File: src/rtl/map_rom_arbiter_pkg.sv
// Shared definitions for the map_rom arbiter: default geometry, starvation limit
// and the ROM address source select.
package map_rom_arbiter_pkg;

    localparam int unsigned MapWidthBitsDef  = 4;
    localparam int unsigned MapHeightBitsDef = 4;
    localparam int unsigned StarveMaxDef     = 7;

    // Who drives the shared ROM address this cycle.
    typedef enum logic [1:0] {
        SrcNone,
        SrcOvRom,
        SrcTr
    } rom_src_e;

    // Starvation counter width: enough to hold 0..starve_max inclusive.
    function automatic int unsigned starve_cnt_width(input int unsigned starve_max);
        return (starve_max < 1) ? 1 : $clog2(starve_max + 1);
    endfunction

endpackage

File: src/rtl/map_rom_arbiter_if.sv
// Bundles the overlay, tracer and map_rom sides of the arbiter. The arbiter uses the
// slave modport; the requesters/ROM side uses master.
interface map_rom_arbiter_if
    import map_rom_arbiter_pkg::*;
#(
    parameter int unsigned MAP_WIDTH_BITS  = MapWidthBitsDef,
    parameter int unsigned MAP_HEIGHT_BITS = MapHeightBitsDef
);

    logic                       i_flush;

    logic                       i_ov_req;
    logic [MAP_WIDTH_BITS-1:0]  i_ov_col;
    logic [MAP_HEIGHT_BITS-1:0] i_ov_row;
    logic                       o_ov_gnt;
    logic                       o_ov_valid;
    logic                       o_ov_val;

    logic                       i_tr_req;
    logic [MAP_WIDTH_BITS-1:0]  i_tr_col;
    logic [MAP_HEIGHT_BITS-1:0] i_tr_row;
    logic                       o_tr_gnt;
    logic                       o_tr_valid;
    logic                       o_tr_val;

    logic [MAP_WIDTH_BITS-1:0]  o_map_col;
    logic [MAP_HEIGHT_BITS-1:0] o_map_row;
    logic                       i_map_val;

    modport master (
        output i_flush,
        output i_ov_req, i_ov_col, i_ov_row,
        input  o_ov_gnt, o_ov_valid, o_ov_val,
        output i_tr_req, i_tr_col, i_tr_row,
        input  o_tr_gnt, o_tr_valid, o_tr_val,
        input  o_map_col, o_map_row,
        output i_map_val
    );

    modport slave (
        input  i_flush,
        input  i_ov_req, i_ov_col, i_ov_row,
        output o_ov_gnt, o_ov_valid, o_ov_val,
        input  i_tr_req, i_tr_col, i_tr_row,
        output o_tr_gnt, o_tr_valid, o_tr_val,
        output o_map_col, o_map_row,
        input  i_map_val
    );

endinterface

File: src/rtl/map_cell_cache.sv
// One-entry cache of the last overlay cell fetched from the ROM. A flush invalidates the
// entry and takes precedence over a load in the same cycle.
module map_cell_cache #(
    parameter int unsigned MAP_WIDTH_BITS  = 4,
    parameter int unsigned MAP_HEIGHT_BITS = 4
) (
    input  logic                       clk,
    input  logic                       reset_n,
    input  logic                       flush_i,
    input  logic [MAP_WIDTH_BITS-1:0]  lookup_col_i,
    input  logic [MAP_HEIGHT_BITS-1:0] lookup_row_i,
    output logic                       hit_o,
    output logic                       val_o,
    input  logic                       load_i,
    input  logic [MAP_WIDTH_BITS-1:0]  load_col_i,
    input  logic [MAP_HEIGHT_BITS-1:0] load_row_i,
    input  logic                       load_val_i
);

    logic                       vld_q, vld_d;
    logic [MAP_WIDTH_BITS-1:0]  col_q, col_d;
    logic [MAP_HEIGHT_BITS-1:0] row_q, row_d;
    logic                       val_q, val_d;

    // A flushing cycle must not hit: the entry may be stale for the new frame.
    always_comb begin
        hit_o = vld_q & ~flush_i & (lookup_col_i == col_q) & (lookup_row_i == row_q);
        val_o = val_q;
    end

    always_comb begin
        vld_d = vld_q;
        col_d = col_q;
        row_d = row_q;
        val_d = val_q;
        if (load_i) begin
            vld_d = 1'b1;
            col_d = load_col_i;
            row_d = load_row_i;
            val_d = load_val_i;
        end
        if (flush_i) begin
            vld_d = 1'b0;
        end
    end

    always_ff @(posedge clk) begin
        if (!reset_n) begin
            vld_q <= 1'b0;
            col_q <= '0;
            row_q <= '0;
            val_q <= 1'b0;
        end else begin
            vld_q <= vld_d;
            col_q <= col_d;
            row_q <= row_d;
            val_q <= val_d;
        end
    end

endmodule

File: src/rtl/map_rom_arbiter.sv
// Shares one map_rom between the real-time overlay (priority, cached) and the bulk wall
// tracer, with a starvation counter that force-grants the tracer after STARVE_MAX denials.
module map_rom_arbiter
    import map_rom_arbiter_pkg::*;
#(
    parameter int unsigned MAP_WIDTH_BITS  = MapWidthBitsDef,
    parameter int unsigned MAP_HEIGHT_BITS = MapHeightBitsDef,
    parameter int unsigned STARVE_MAX      = StarveMaxDef
) (
    input logic              clk,
    input logic              reset_n,
    map_rom_arbiter_if.slave bus
);

    localparam int unsigned CntWidth = starve_cnt_width(STARVE_MAX);

    logic                cache_hit;
    logic                cache_val;
    logic                ov_hit;
    logic                force_tr;
    logic                ov_rom;
    logic                ov_gnt;
    logic                tr_gnt;
    rom_src_e            rom_src;

    logic [CntWidth-1:0] starve_cnt_q, starve_cnt_d;
    logic                ov_valid_q, ov_valid_d;
    logic                ov_val_q, ov_val_d;
    logic                tr_valid_q, tr_valid_d;
    logic                tr_val_q, tr_val_d;

    map_cell_cache #(
        .MAP_WIDTH_BITS (MAP_WIDTH_BITS),
        .MAP_HEIGHT_BITS(MAP_HEIGHT_BITS)
    ) u_cache (
        .clk         (clk),
        .reset_n     (reset_n),
        .flush_i     (bus.i_flush),
        .lookup_col_i(bus.i_ov_col),
        .lookup_row_i(bus.i_ov_row),
        .hit_o       (cache_hit),
        .val_o       (cache_val),
        .load_i      (ov_rom),
        .load_col_i  (bus.i_ov_col),
        .load_row_i  (bus.i_ov_row),
        .load_val_i  (bus.i_map_val)
    );

    // Every grant is gated by reset_n so nothing is issued or loaded while in reset.
    always_comb begin
        ov_hit   = reset_n & bus.i_ov_req & cache_hit;
        force_tr = bus.i_tr_req & (starve_cnt_q == CntWidth'(STARVE_MAX));
        ov_rom   = reset_n & bus.i_ov_req & ~cache_hit & ~force_tr;
        ov_gnt   = ov_hit | ov_rom;
        tr_gnt   = reset_n & bus.i_tr_req & ~ov_rom;
        if (ov_rom) begin
            rom_src = SrcOvRom;
        end else if (tr_gnt) begin
            rom_src = SrcTr;
        end else begin
            rom_src = SrcNone;
        end
    end

    always_comb begin
        bus.o_map_col = '0;
        bus.o_map_row = '0;
        unique case (rom_src)
            SrcOvRom: begin
                bus.o_map_col = bus.i_ov_col;
                bus.o_map_row = bus.i_ov_row;
            end
            SrcTr: begin
                bus.o_map_col = bus.i_tr_col;
                bus.o_map_row = bus.i_tr_row;
            end
            SrcNone: begin
                bus.o_map_col = '0;
                bus.o_map_row = '0;
            end
            default: begin
                bus.o_map_col = '0;
                bus.o_map_row = '0;
            end
        endcase
    end

    // A withdrawn or served tracer request restarts the starvation window.
    always_comb begin
        starve_cnt_d = starve_cnt_q;
        if (!bus.i_tr_req || tr_gnt) begin
            starve_cnt_d = '0;
        end else if (starve_cnt_q != CntWidth'(STARVE_MAX)) begin
            starve_cnt_d = starve_cnt_q + 1'b1;
        end
    end

    always_comb begin
        ov_valid_d = ov_gnt;
        ov_val_d   = ov_val_q;
        tr_valid_d = tr_gnt;
        tr_val_d   = tr_val_q;
        if (ov_gnt) begin
            ov_val_d = ov_hit ? cache_val : bus.i_map_val;
        end
        if (tr_gnt) begin
            tr_val_d = bus.i_map_val;
        end
    end

    always_ff @(posedge clk) begin
        if (!reset_n) begin
            starve_cnt_q <= '0;
            ov_valid_q   <= 1'b0;
            ov_val_q     <= 1'b0;
            tr_valid_q   <= 1'b0;
            tr_val_q     <= 1'b0;
        end else begin
            starve_cnt_q <= starve_cnt_d;
            ov_valid_q   <= ov_valid_d;
            ov_val_q     <= ov_val_d;
            tr_valid_q   <= tr_valid_d;
            tr_val_q     <= tr_val_d;
        end
    end

    always_comb begin
        bus.o_ov_gnt   = ov_gnt;
        bus.o_tr_gnt   = tr_gnt;
        bus.o_ov_valid = ov_valid_q;
        bus.o_ov_val   = ov_val_q;
        bus.o_tr_valid = tr_valid_q;
        bus.o_tr_val   = tr_val_q;
    end

endmodule
File: src/flat_wrapper.sv
// flat-port wrapper written by rule: the top's interface ports become plain ports
module map_rom_arbiter_flat import map_rom_arbiter_pkg::*;
#(
    parameter int unsigned MAP_WIDTH_BITS  = MapWidthBitsDef,
    parameter int unsigned MAP_HEIGHT_BITS = MapHeightBitsDef,
    parameter int unsigned STARVE_MAX      = StarveMaxDef
)
  (clk, reset_n, bus_i_flush, bus_i_ov_req, bus_i_ov_col, bus_i_ov_row, bus_o_ov_gnt, bus_o_ov_valid, bus_o_ov_val, bus_i_tr_req, bus_i_tr_col, bus_i_tr_row, bus_o_tr_gnt, bus_o_tr_valid, bus_o_tr_val, bus_o_map_col, bus_o_map_row, bus_i_map_val);
  map_rom_arbiter_if #(.MAP_WIDTH_BITS(MAP_WIDTH_BITS), .MAP_HEIGHT_BITS(MAP_HEIGHT_BITS)) bus_i ();
  input logic clk;
  input logic reset_n;
  input wire logic [$bits(bus_i.i_flush)-1:0] bus_i_flush;
  input wire logic [$bits(bus_i.i_ov_req)-1:0] bus_i_ov_req;
  input wire logic [$bits(bus_i.i_ov_col)-1:0] bus_i_ov_col;
  input wire logic [$bits(bus_i.i_ov_row)-1:0] bus_i_ov_row;
  output wire logic [$bits(bus_i.o_ov_gnt)-1:0] bus_o_ov_gnt;
  output wire logic [$bits(bus_i.o_ov_valid)-1:0] bus_o_ov_valid;
  output wire logic [$bits(bus_i.o_ov_val)-1:0] bus_o_ov_val;
  input wire logic [$bits(bus_i.i_tr_req)-1:0] bus_i_tr_req;
  input wire logic [$bits(bus_i.i_tr_col)-1:0] bus_i_tr_col;
  input wire logic [$bits(bus_i.i_tr_row)-1:0] bus_i_tr_row;
  output wire logic [$bits(bus_i.o_tr_gnt)-1:0] bus_o_tr_gnt;
  output wire logic [$bits(bus_i.o_tr_valid)-1:0] bus_o_tr_valid;
  output wire logic [$bits(bus_i.o_tr_val)-1:0] bus_o_tr_val;
  output wire logic [$bits(bus_i.o_map_col)-1:0] bus_o_map_col;
  output wire logic [$bits(bus_i.o_map_row)-1:0] bus_o_map_row;
  input wire logic [$bits(bus_i.i_map_val)-1:0] bus_i_map_val;
  assign bus_i.i_flush = bus_i_flush;
  assign bus_i.i_ov_req = bus_i_ov_req;
  assign bus_i.i_ov_col = bus_i_ov_col;
  assign bus_i.i_ov_row = bus_i_ov_row;
  assign bus_o_ov_gnt = bus_i.o_ov_gnt;
  assign bus_o_ov_valid = bus_i.o_ov_valid;
  assign bus_o_ov_val = bus_i.o_ov_val;
  assign bus_i.i_tr_req = bus_i_tr_req;
  assign bus_i.i_tr_col = bus_i_tr_col;
  assign bus_i.i_tr_row = bus_i_tr_row;
  assign bus_o_tr_gnt = bus_i.o_tr_gnt;
  assign bus_o_tr_valid = bus_i.o_tr_valid;
  assign bus_o_tr_val = bus_i.o_tr_val;
  assign bus_o_map_col = bus_i.o_map_col;
  assign bus_o_map_row = bus_i.o_map_row;
  assign bus_i.i_map_val = bus_i_map_val;
  map_rom_arbiter #(.MAP_WIDTH_BITS(MAP_WIDTH_BITS), .MAP_HEIGHT_BITS(MAP_HEIGHT_BITS), .STARVE_MAX(STARVE_MAX)) u_core (.clk(clk), .reset_n(reset_n), .bus(bus_i));
endmodule
File: config.mk
export PLATFORM = sky130hd
export DESIGN_NAME = map_rom_arbiter_flat
export DESIGN_NICKNAME = d
export VERILOG_FILES = /design/src/rtl/map_rom_arbiter_pkg.sv /design/src/rtl/map_rom_arbiter_if.sv /design/src/rtl/map_cell_cache.sv /design/src/rtl/map_rom_arbiter.sv /design/src/flat_wrapper.sv
export SDC_FILE = /design/constraint.sdc
export NUM_CORES = 1
export LEC_CHECK = 0
export CAP_MARGIN = 20
export CORE_MARGIN = 4
export CORE_UTILIZATION = 30
export CTS_CLUSTER_DIAMETER = 30
export CTS_CLUSTER_SIZE = 24
export DETAILED_ROUTE_END_ITERATION = 8
export GPL_ROUTABILITY_DRIVEN = 0
export PLACE_DENSITY = 0.62
export REMOVE_ABC_BUFFERS = 1
export SYNTH_ARGS = -nofsm -noshare
export SYNTH_HDL_FRONTEND = slang
export SYNTH_SLANG_ARGS = --single-unit
File: constraint.sdc
create_clock -name clk -period 5.1 [get_ports clk]
set_clock_uncertainty 0.1 [all_clocks]
set_input_delay 1.53 -clock clk [delete_from_list [all_inputs] [get_ports clk]]
set_output_delay 1.53 -clock clk [all_outputs]
set_load 0.01 [all_outputs]
Word level (Yosys, flattened, before mapping) --
Index checks and enable logic that the tools add are counted.
Cells by class: add/subtract/negate cells 1, multipliers 0, divide/modulo/power cells 0, magnitude comparators 0, equality and inequality tests 6, shift operators 0, multiplexer cells 5, bitwise operators 16, reductions and logical operators 4
Operator list (count):
- 4-bit case mux with 2 select lines | 2
- 1-bit bitwise AND | 10
- 4-bit == test | 2
- 1-bit inverter | 5
- 2-bit two-way mux | 2
- 2-bit OR reduction | 2
- 3-bit by 1-bit adder with 3-bit output, second input constant | 1
- 3-bit == test, second input constant | 1
- 3-bit inequality test, second input constant | 1
- 2-bit by 1-bit == test with 1-bit output, second input constant | 1
- 2-bit == test, second input constant | 1
- 1-bit logical NOT | 1
- 1-bit logical OR | 1
- 1-bit two-way mux | 1
- 1-bit OR | 1
Storage, ports and cells: bits in registers 17, bits in latches 0, RAM bits 0, bits in read-only memories 0, logic and storage cells 41, memories kept 0

Longest topological paths before layout --
Gate-level depths: netlist (run 1).
depth in word-level cells 13, gate-level depth with buffers 8, gate-level depth less buffers 5

Hierarchy --
A second synthesis (run 1) with hierarchy kept.
Unflattened totals: cell total of the unflattened synthesis 86, area, all modules 878.3 um2
Modules (own cells, without submodules):
- map_cell_cache | times used 1, cells each 43, area an instance 467.9 um2, seq. area each 200.2 um2
- map_rom_arbiter | times used 1, cells each 43, area an instance 410.4 um2, seq. area each 140.1 um2

Worst setup path before layout (run 1) --
Ideal clock, no wire load.
path type input -> output, start point in bus_i_ov_col[3], end point out bus_o_map_col[0], data arrival time 2.664 ns, data required time 3.470 ns, setup slack 0.806 ns, cell stages on the path 6, cells stage by stage xnor2_1 -> nand3b_1 -> o31ai_2 -> buf_6 -> buf_12 -> mux2i_1
Between the ends: cells in the longest elaborated chain, start to end 12
RTL lines:
- from (decl) | RTL line flat_wrapper.sv:14 | input wire logic [$bits(bus_i.i_ov_col)-1:0] bus_i_ov_col;
- 4-bit == test (*) | RTL line map_cell_cache.sv:27 | hit_o = vld_q & ~flush_i & (lookup_col_i == col_q) & (lookup_row_i == row_q);
- 1-bit bitwise AND (*) (2 in series) | RTL line map_cell_cache.sv:27
- 1-bit inverter (*) | RTL line map_rom_arbiter.sv:53 | ov_rom = reset_n & bus.i_ov_req & ~cache_hit & ~force_tr;
- 1-bit bitwise AND (*) (2 in series) | RTL line map_rom_arbiter.sv:53
- 1-bit inverter | RTL line map_rom_arbiter.sv:55 | tr_gnt = reset_n & bus.i_tr_req & ~ov_rom;
- 1-bit bitwise AND | RTL line map_rom_arbiter.sv:55
- 2-bit two-way mux | RTL line map_rom_arbiter.sv:58 | end else if (tr_gnt) begin
- 2-bit two-way mux (*) | RTL line map_rom_arbiter.sv:56 | if (ov_rom) begin
- 2-bit == test / 2-bit by 1-bit == test with 1-bit output (equally long branches) | RTL line map_rom_arbiter.sv:68 | unique case (rom_src)
- 4-bit case mux with 2 select lines (*) | RTL line map_rom_arbiter.sv:68
- to (decl) | RTL line flat_wrapper.sv:25 | output wire logic [$bits(bus_i.o_map_col)-1:0] bus_o_map_col;
Mark *: on every way between the ends. The rest lies on a longest branch, timed or not.

Worst setup path after layout (run 1) --
start point in bus_i_ov_col[3], end point out bus_o_map_row[3]
Between the ends: cells in the longest elaborated chain, start to end 12
RTL lines:
- 4-bit == test (*) | RTL line map_cell_cache.sv:27
- 1-bit bitwise AND (*) (2 in series) | RTL line map_cell_cache.sv:27
- 1-bit inverter (*) | RTL line map_rom_arbiter.sv:53
- 1-bit bitwise AND (*) (2 in series) | RTL line map_rom_arbiter.sv:53
- 1-bit inverter | RTL line map_rom_arbiter.sv:55
- 1-bit bitwise AND | RTL line map_rom_arbiter.sv:55
- 2-bit two-way mux | RTL line map_rom_arbiter.sv:58
- 2-bit two-way mux (*) | RTL line map_rom_arbiter.sv:56
- 2-bit == test / 2-bit by 1-bit == test with 1-bit output (equally long branches) | RTL line map_rom_arbiter.sv:68
- 4-bit case mux with 2 select lines (*) | RTL line map_rom_arbiter.sv:68
- to (decl) | RTL line flat_wrapper.sv:26 | output wire logic [$bits(bus_i.o_map_row)-1:0] bus_o_map_row;
Marked as above.

==> out/results.tsv, run 1 <==
metric	value	unit
dp_hpwl	1871	µm
start_util	32.20	%
antenna_found_initial	0	
rows	20	
power_density	194.4	mW/mm²
fin_area	0.001559	mm²
power.share.switching	27.41	%
dp.cells	189	
max_slew_margin	78.74	%
cts.sink_count	17	
hp-class	register to register	
dieArea	0.004348	mm²
ctsHoldBuffers	0	
syn_inst	107	
area_delta_synth_final	54.78	%
fp.dieW	65.94	µm
synth.distinct_cells	33	
final.setup.worst_slack	0.07180	ns
finalSetupViolCount	0	
synthesis.area	0.001007	mm²
clockPowerShare	24.2	%
yosys-top-cells-area	dfxtp_1 (34%), mux2i_1 (19%), xnor2_1 (7.0%), nand3_1 (4.5%), inv_1 (3.7%)	
ant_nets	0	
final_net_count	180	
critPathMaxFanout	4	
h-tree-depth	1	
path_clk_slew	0.09	ns
yosys.area.top_type	dfxtp_1	
cts-root-buf	clkbuf_4	
ys_ff_latch	17	
multi_input_area	603.1	µm²
numCtsBuffers	3	
grt-ovfl-total	0	
intPower	0.2200	mW
crit_path_top_delay_cell	clkdlybuf4s50_1	
ys_seq_area_share	33.79	%
period_needed	5.028	ns
p_sw	0.08307	mW
crit_arrival	3.40	ns
fmax	198.9	MHz
async_flop_share	0	%
fp.dieH	65.94	µm
critPathLaunchType	primary input	
cp_cell_sequence	clkdlybuf4s50_1 > xnor2_1 > nand3b_1 > buf_4 > o31ai_4 > buf_6 > buf_12 > mux2i_1 > clkdlybuf4s15_1	
end_kind	primary output	
drv_cap	0	
port-buffer-count	35	
wl_per_cell	12.64	µm
reg2reg_slack	3.24	ns
crit_required	3.47	ns
comb_power_share	28.0	%
peakVddDrop	0.08309	mV
path_delay_family	buffers and inverters	
path_buf_inv	5	
fp.coreArea	0.003128	mm²
routed_wl	2516	µm
vias_per_cell	4.608	
drive_gt1_share	20.00	%
cts_tree	built	
synth_ff_type	dfxtp_1	
synth_edf_count	0	
power.total	0.3031	mW
power.sequential.fraction	47.7	%
hold_viol	0	
place_area	0.001456	mm²
grt_pass1_vias	883	
tns	0	ns
status	finished clean	
drt_iter0_drc	37	
min_period_over_period	98.59	%
synth.avg_cell_area	9.413	µm²
io_pins	36	
finalNonFillerCells	199	
drv_slew	0	
grt_pass1_wl	3926	µm
path_class	primary input to primary output	
final-seq-area	340.3	µm²
gr-usage-all-layers	11.74	%
drcViolationCount	0	
diodes	0	
via_count	917	
max_stage_delay	0.50	ns
grt_max_degree	23	
insertion_delay	0.29	ns
clockBufferDepth	2	
worstMarginPinSlew	0.3150	ns
yosys_warnings	0	
pre_cts_ws	-0.2477	ns
dr.pass1.iters	4	
synth_top_area_share	33.79	%
num-fill-cells	301	
power.leakage	0.7785	nW
[cells in the mapped netlist (2+ instances only)]
| cell | n |
|---|---|
| nor3_2 | 3 |
| ha_1 | 2 |
| xnor2_1 | 8 |
| nand3_1 | 9 |
| buf_2 | 2 |
| nand2_1 | 9 |
| a31oi_1 | 2 |
| dfxtp_1 | 17 |
| mux2i_1 | 19 |
| a21oi_1 | 2 |
| clkbuf_1 | 3 |
| inv_1 | 10 |
[per-stage QoR]
stage	hold WS, ns	util, %
floorplan	0.3345	-
finish	0.3643	49.84
global route	0.3944	49.84
global placement	0.3425	46.56
detailed placement	0.3554	46.56
CTS	0.3701	47.88
[cells by family after synthesis]
logic type / Yosys count / share of synthesized area (%)
buffers and inverters: 17 / 8.944
AND/OR/NAND/NOR: 31 / 17.02
multiplexers: 21 / 21.12
adder cells (fa/ha/maj): 2 / 2.484
AO/OA/AOI/OAI: 10 / 8.820
XOR/XNOR: 9 / 7.827
flip-flops: 17 / 33.79
[registers in the layout (all words and copies together) (netlist names)]
name and cells:
u_core.u_cache.col_q 4, u_core.bus.o_ov_valid 1, u_core.u_cache.val_o 1, u_core.starve_cnt_q 3
u_core.bus.o_ov_val 1, u_core.u_cache.vld_q 1, u_core.bus.o_tr_val 1, u_core.bus.o_tr_valid 1
u_core.u_cache.row_q 4
[placed cells by master, fill, tap and decap left out, types with 3 or more instances in the layout]
cell / count
dlygate4sd2_1: 5
nor3_2: 3
mux2i_1: 19
dfxtp_1: 17
dlymetal6s2s_1: 7
clkbuf_4: 3
clkdlybuf4s50_1: 21
inv_1: 10
nand2_1: 9
nand3_1: 8
xnor2_1: 7
buf_4: 13
[power groups by stage]
| stage | Clock (mW) | Sequential (mW) | Combinational [mW] |
|---|---|---|---|
| after floorplan | 0 | 0.148 | 0.0341 |
| after global placement | 0 | 0.147 | 0.0826 |
| after detailed placement | 0 | 0.148 | 0.0840 |
| after CTS | 0.0751 | 0.145 | 0.0839 |
| after global routing | 0.0781 | 0.146 | 0.0922 |
| final | 0.0734 | 0.145 | 0.0850 |
[path summary, 6_finish.rpt]
path / startpoint / to / cells past startpoint
setup / recovery: bus_i_ov_col[3] / bus_o_map_row[3] / 9
hold reg to reg: u_core.u_cache.val_o / u_core.u_cache.val_o / 2
setup reg to reg: u_core.starve_cnt_q[0] / u_core.starve_cnt_q[0] / 8
hold / removal: u_core.u_cache.val_o / u_core.u_cache.val_o / 2
[routing by layer]
| layer | global-route usage, % | part of all wire, % |
|---|---|---|
| met4 | 5.330 | 1.1 |
| met2 | 20.15 | 49 |
| met5 | 0 | 0 |
| met3 | 3.061 | 6.0 |
| met1 | 13.52 | 44 |
[what timing repair did]
item,CTS,global route
gates cloned,0,0
gates resized for setup,9,14
buffers inserted,2,4
setup endpoints to repair,10,5
pin swaps,1,5
[cell type report]
cell class                 instances  share of cell area [%]
clock buffer                       4                   1.685
inverter                          10                   2.408
multi-input combinational         73                   38.68
sequential                        17                   21.83
tap                               44                   3.531
timing repair buffer              51                   31.86
[worst register-to-register path, cell delays in order (launching register included)]
cell	delay [ns]
dfxtp_1	0.34
ha_1	0.20
ha_1	0.29
a21oi_4	0.20
o31ai_4	0.10
buf_6	0.14
buf_4	0.12
buf_4	0.14
nor3_2	0.16
Note: power is estimated with default switching activity, not from simulation.
==> run 2, diff against run 1 <==
--- a/config.mk
+++ b/config.mk
@@ -6,7 +6,7 @@
 export NUM_CORES = 1
 export LEC_CHECK = 0
 export CAP_MARGIN = 20
-export CORE_MARGIN = 4
+export CORE_MARGIN = 5
 export CORE_UTILIZATION = 30
 export CTS_CLUSTER_DIAMETER = 30
 export CTS_CLUSTER_SIZE = 24
==> out/results.tsv, run 2 (synthesis gave the netlist of run 1 again) <==
metric	value	unit
hp-class	register to register	
critPathMaxFanout	2	
fp.coreArea	0.003284	mm²
gr-usage-all-layers	11.32	%
fp.dieW	67.94	µm
cp_cell_sequence	clkdlybuf4s50_1 > xnor2_1 > nand4_1 > o31ai_4 > buf_4 > buf_4 > mux2_1 > buf_2	
num-fill-cells	335	
grt_pass1_wl	3981	µm
diodes	0	
grt-ovfl-total	0	
cts.sink_count	17	
vias_per_cell	4.563	
period_needed	5.014	ns
crit_arrival	3.38	ns
status	finished clean	
hold_viol	0	
rsz0062_at_grt	yes	
io_pins	36	
power.share.switching	28.10	%
wl_per_cell	12.11	µm
place_area	0.001459	mm²
intPower	0.2166	mW
port-buffer-count	35	
path_clk_slew	0.10	ns
max_stage_delay	0.49	ns
start_util	30.67	%
dieArea	0.004616	mm²
end_kind	primary output	
worstMarginPinSlew	0.3077	ns
final_cell_mix	clkdlybuf4s50_1 (23), mux2i_1 (19), dfxtp_1 (17)	
power.sequential.fraction	48.0	%
finalNonFillerCells	199	
via_count	908	
path_delay_family	buffers and inverters	
rows	21	
cts-root-buf	clkbuf_4	
clockPowerShare	24.8	%
dp.cells	191	
ctsHoldBuffers	0	
layout_commonest_cell	clkdlybuf4s50_1	
dp_hpwl	1845	µm
fp.dieH	67.94	µm
area_delta_synth_final	50.06	%
drive_gt1_share	18.30	%
numCtsBuffers	3	
drt_iter0_drc	20	
p_sw	0.08464	mW
final.setup.worst_slack	0.08598	ns
power_density	199.3	mW/mm²
clockBufferDepth	2	
tns	0	ns
h-tree-depth	1	
ant_nets	0	
pre_cts_ws	-0.2093	ns
peakVddDrop	0.07566	mV
min_period_over_period	98.31	%
crit_path_top_delay_cell	clkdlybuf4s50_1	
final_net_count	178	
drcViolationCount	0	
crit_required	3.47	ns
critPathLaunchType	primary input	
dr.pass1.iters	4	
fin_area	0.001511	mm²
finalSetupViolCount	0	
drv_cap	0	
drv_slew	0	
fmax	199.4	MHz
fin_util	46.02	%
max_slew_margin	79.23	%
path_buf_inv	4	
insertion_delay	0.30	ns
routed_wl	2409	µm
path_class	primary input to primary output	
power.leakage	0.7106	nW
grt_pass1_vias	932	
cts_tree	built	
antenna_found_initial	0	
comb_power_share	27.2	%
grt_max_degree	23	
reg_top3	u_core.u_cache.col_q x4, u_core.u_cache.row_q x4, u_core.starve_cnt_q x3	
path_common_cell	buf_4	
run 2: cell count changes in the layout (fill, tap and decap cells not counted), sizes merged:
cell,change
buf,-2
clkdlybuf4s50,+2
dlymetal6s2s,-5
clkinv,+1
clkbuf,-1
dlygate4sd2,+3
run 2: area by class of cell:
| cell class | count | area [µm²] | share of cell area (%) |
|---|---|---|---|
| multi-input cells | 73 | 590.6 | 39.07 |
| clock buffers | 3 | 22.52 | 1.490 |
| clock inverters | 1 | 5.005 | 0.3311 |
| repair buffers | 49 | 457.9 | 30.30 |
| flip-flops and latches | 17 | 340.3 | 22.52 |
| inverters | 10 | 37.54 | 2.483 |
| well taps | 46 | 57.56 | 3.808 |
run 2: tightest hold or removal path, delay by kind of cell, from the launching register on:
kind,cells,cell delay [ns]
simple gates,1,0.05
mux,1,0.05
flops,1,0.32
run 2: path summary, 6_finish.rpt:
check / startpoint / depth (start not counted) / end / slack [ns]
max: bus_i_ov_col[0] / 8 / bus_o_map_col[2] / 0.09
min: u_core.u_cache.val_o / 2 / u_core.u_cache.val_o / 0.37
max reg2reg: u_core.u_cache.row_q[3] / 6 / u_core.bus.o_ov_valid / 3.32
min reg2reg: u_core.u_cache.val_o / 2 / u_core.u_cache.val_o / 0.37
run 2: timing repair:
action	CTS	global route
endpoints found under the setup margin	10	3
setup buffers	4	0
gates resized for setup	13	4
pin swaps	2	1
run 2: metal layers:
metal | track usage, % | routed length (µm) | up-vias
met4 | 5.211 | 46 | 0
met2 | 19.49 | 1123 | 25
met1 | 12.96 | 1091 | 417
met3 | 2.956 | 148 | 5
li1 | - | - | 461
met5 | 0 | 0 | -
run 2: stage by stage:
stage | power [mW] | hold slack, ns
floorplan | 0.1819 | 0.3345
global placement | 0.2294 | 0.3511
detailed placement | 0.2312 | 0.3604
CTS | 0.3051 | 0.3775
global route | 0.3176 | 0.3930
finish | 0.3012 | 0.3694
run 2: power groups by stage:
| stage | clock [mW] | sequential [mW] | combinational (mW) |
|---|---|---|---|
| 3_3_place_gp | 0 | 0.147 | 0.0821 |
| 3_5_place_dp | 0 | 0.148 | 0.0834 |
| 4_1_cts | 0.0780 | 0.145 | 0.0824 |
| 5_1_grt | 0.0833 | 0.146 | 0.0886 |
| 2_1_floorplan | 0 | 0.148 | 0.0341 |
| 6_report | 0.0746 | 0.145 | 0.0819 |
==> run 3, diff against run 2 <==
--- a/config.mk
+++ b/config.mk
@@ -5,14 +5,14 @@
 export SDC_FILE = /design/constraint.sdc
 export NUM_CORES = 1
 export LEC_CHECK = 0
-export CAP_MARGIN = 20
 export CORE_MARGIN = 5
 export CORE_UTILIZATION = 30
 export CTS_CLUSTER_DIAMETER = 30
 export CTS_CLUSTER_SIZE = 24
 export DETAILED_ROUTE_END_ITERATION = 8
+export DONT_BUFFER_PORTS = 1
 export GPL_ROUTABILITY_DRIVEN = 0
-export PLACE_DENSITY = 0.62
+export PLACE_DENSITY = 0.49
 export REMOVE_ABC_BUFFERS = 1
 export SYNTH_ARGS = -nofsm -noshare
 export SYNTH_HDL_FRONTEND = slang
==> out/results.tsv, run 3 (synthesis gave the netlist of run 1 again) <==
metric	value	unit
wl_per_cell	13.52	µm
num-fill-cells	361	
drive_gt1_share	12.26	%
power.total	0.2574	mW
finalNonFillerCells	152	
hp-class	register to register	
grt_pass1_vias	706	
antenna_found_initial	0	
fin_util	32.34	%
grt_max_degree	24	
power.share.switching	26.22	%
rows	21	
path_clk_slew	0.10	ns
drt_iter0_drc	17	
start_util	30.67	%
fp.dieH	67.94	µm
intPower	0.1899	mW
finalSetupViolCount	0	
port-buffer-count	0	
clockBufferDepth	2	
reg2reg_depth	6	
min_period_over_period	89.91	%
dieArea	0.004616	mm²
crit_required	3.47	ns
cts_resized	0	
comb_power_share	15.6	%
routed_wl	2055	µm
critPathLaunchType	primary input	
peakVddDrop	0.1215	mV
p_sw	0.06749	mW
vias_per_cell	4.776	
r2r_end	u_core.starve_cnt_q[1]	
dp.cells	148	
numCtsBuffers	3	
max_slew_margin	70.31	%
worstMarginPinSlew	0.4453	ns
fmax	218.1	MHz
power.leakage	0.4673	nW
h-tree-depth	1	
reg2reg_slack	3.19	ns
hold_viol	0	
status	finished clean	
cts.sink_count	17	
insertion_delay	0.28	ns
final_cell_mix	mux2i_1 (19), dfxtp_1 (17), inv_1 (10)	
tns	0	ns
crit_arrival	2.96	ns
grt_pass1_wl	3146	µm
power.sequential.fraction	56.6	%
r2r-start	u_core.starve_cnt_q[0]	
cts-root-buf	clkbuf_4	
layout_commonest_cell	mux2i_1	
final_net_count	131	
use_met1	12.24	%
rsz0062_at_grt	no	
ant_nets	0	
dp_hpwl	1616	µm
ctsHoldBuffers	0	
clockPowerShare	27.8	%
drv_cap	0	
path_class	primary input to primary output	
critPathMaxFanout	7	
whs	0.3753	ns
worstSetupStartpoint	bus_i_ov_col[0]	
grt.busiest_layer	met2	
diodes	0	
drv_slew	0	
drcViolationCount	0	
via_count	726	
fp.coreArea	0.003284	mm²
area_delta_synth_final	5.466	%
cts_setup_buffers	0	
io_pins	36	
period_needed	4.586	ns
reg_top3	u_core.u_cache.col_q x4, u_core.u_cache.row_q x4, u_core.starve_cnt_q x3	
fp.dieW	67.94	µm
cts_tree	built	
critPathCapture	bus_o_map_col[3]	
end_kind	primary output	
dr.pass1.iters	3	
grt-ovfl-total	0	
gr-usage-all-layers	9.196	%
power_density	242.3	mW/mm²
use_met2	13.00	%
grt_use_met3	4.762	%
## run 3: final cells by class
class	instances	area [µm²]	share of cell area (%)
Multi-Input combinational cell	73	585.6	55.12
Tap cell	46	57.56	5.418
Inverter	10	37.54	3.534
Clock buffer	4	26.28	2.473
Timing Repair Buffer	2	15.01	1.413
Sequential cell	17	340.3	32.04
## run 3: worst max-delay path: stages
cell	delay, ns
xnor2_1	0.14
nand4_1	0.24
o31ai_4	0.45
buf_4	0.26
mux2i_1	0.32
## run 3: how the worst min path moves through the flow
stage / from / depth (start not counted) / to / slack [ns]
2_1_floorplan: u_core.u_cache.val_o / 2 / u_core.u_cache.val_o / 0.33
3_3_place_gp: u_core.u_cache.row_q[0] / 2 / u_core.u_cache.row_q[0] / 0.36
3_5_place_dp: u_core.u_cache.val_o / 2 / u_core.u_cache.val_o / 0.36
4_1_cts: u_core.u_cache.val_o / 2 / u_core.u_cache.val_o / 0.38
5_1_grt: u_core.u_cache.val_o / 2 / u_core.u_cache.val_o / 0.40
6_report: u_core.u_cache.val_o / 2 / u_core.u_cache.val_o / 0.38
## run 3: per-layer routing
| layer | wire, µm | up-vias |
|---|---|---|
| met3 | 210 | 2 |
| met2 | 807 | 32 |
| met4 | 19 | 0 |
| li1 | - | 369 |
| met1 | 1018 | 323 |
| met5 | 0 | - |
## run 3: power by group through the flow
stage | combinational [mW] | sequential [mW] | clock [mW]
floorplan | 0.0341 | 0.148 | 0
global placement | 0.0400 | 0.149 | 0
detailed placement | 0.0408 | 0.149 | 0
CTS | 0.0409 | 0.146 | 0.0756
global route | 0.0442 | 0.147 | 0.0822
finish | 0.0400 | 0.146 | 0.0716
## run 3: stage by stage
stage | instance area (µm²) | setup slack, ns
after CTS | 1062 | 0.4810
final | 1062 | 0.5144
after detailed placement | 1036 | 0.4872
after floorplan | 954.7 | -0.06856
after global placement | 1036 | 0.5062
after global routing | 1062 | 0.3793
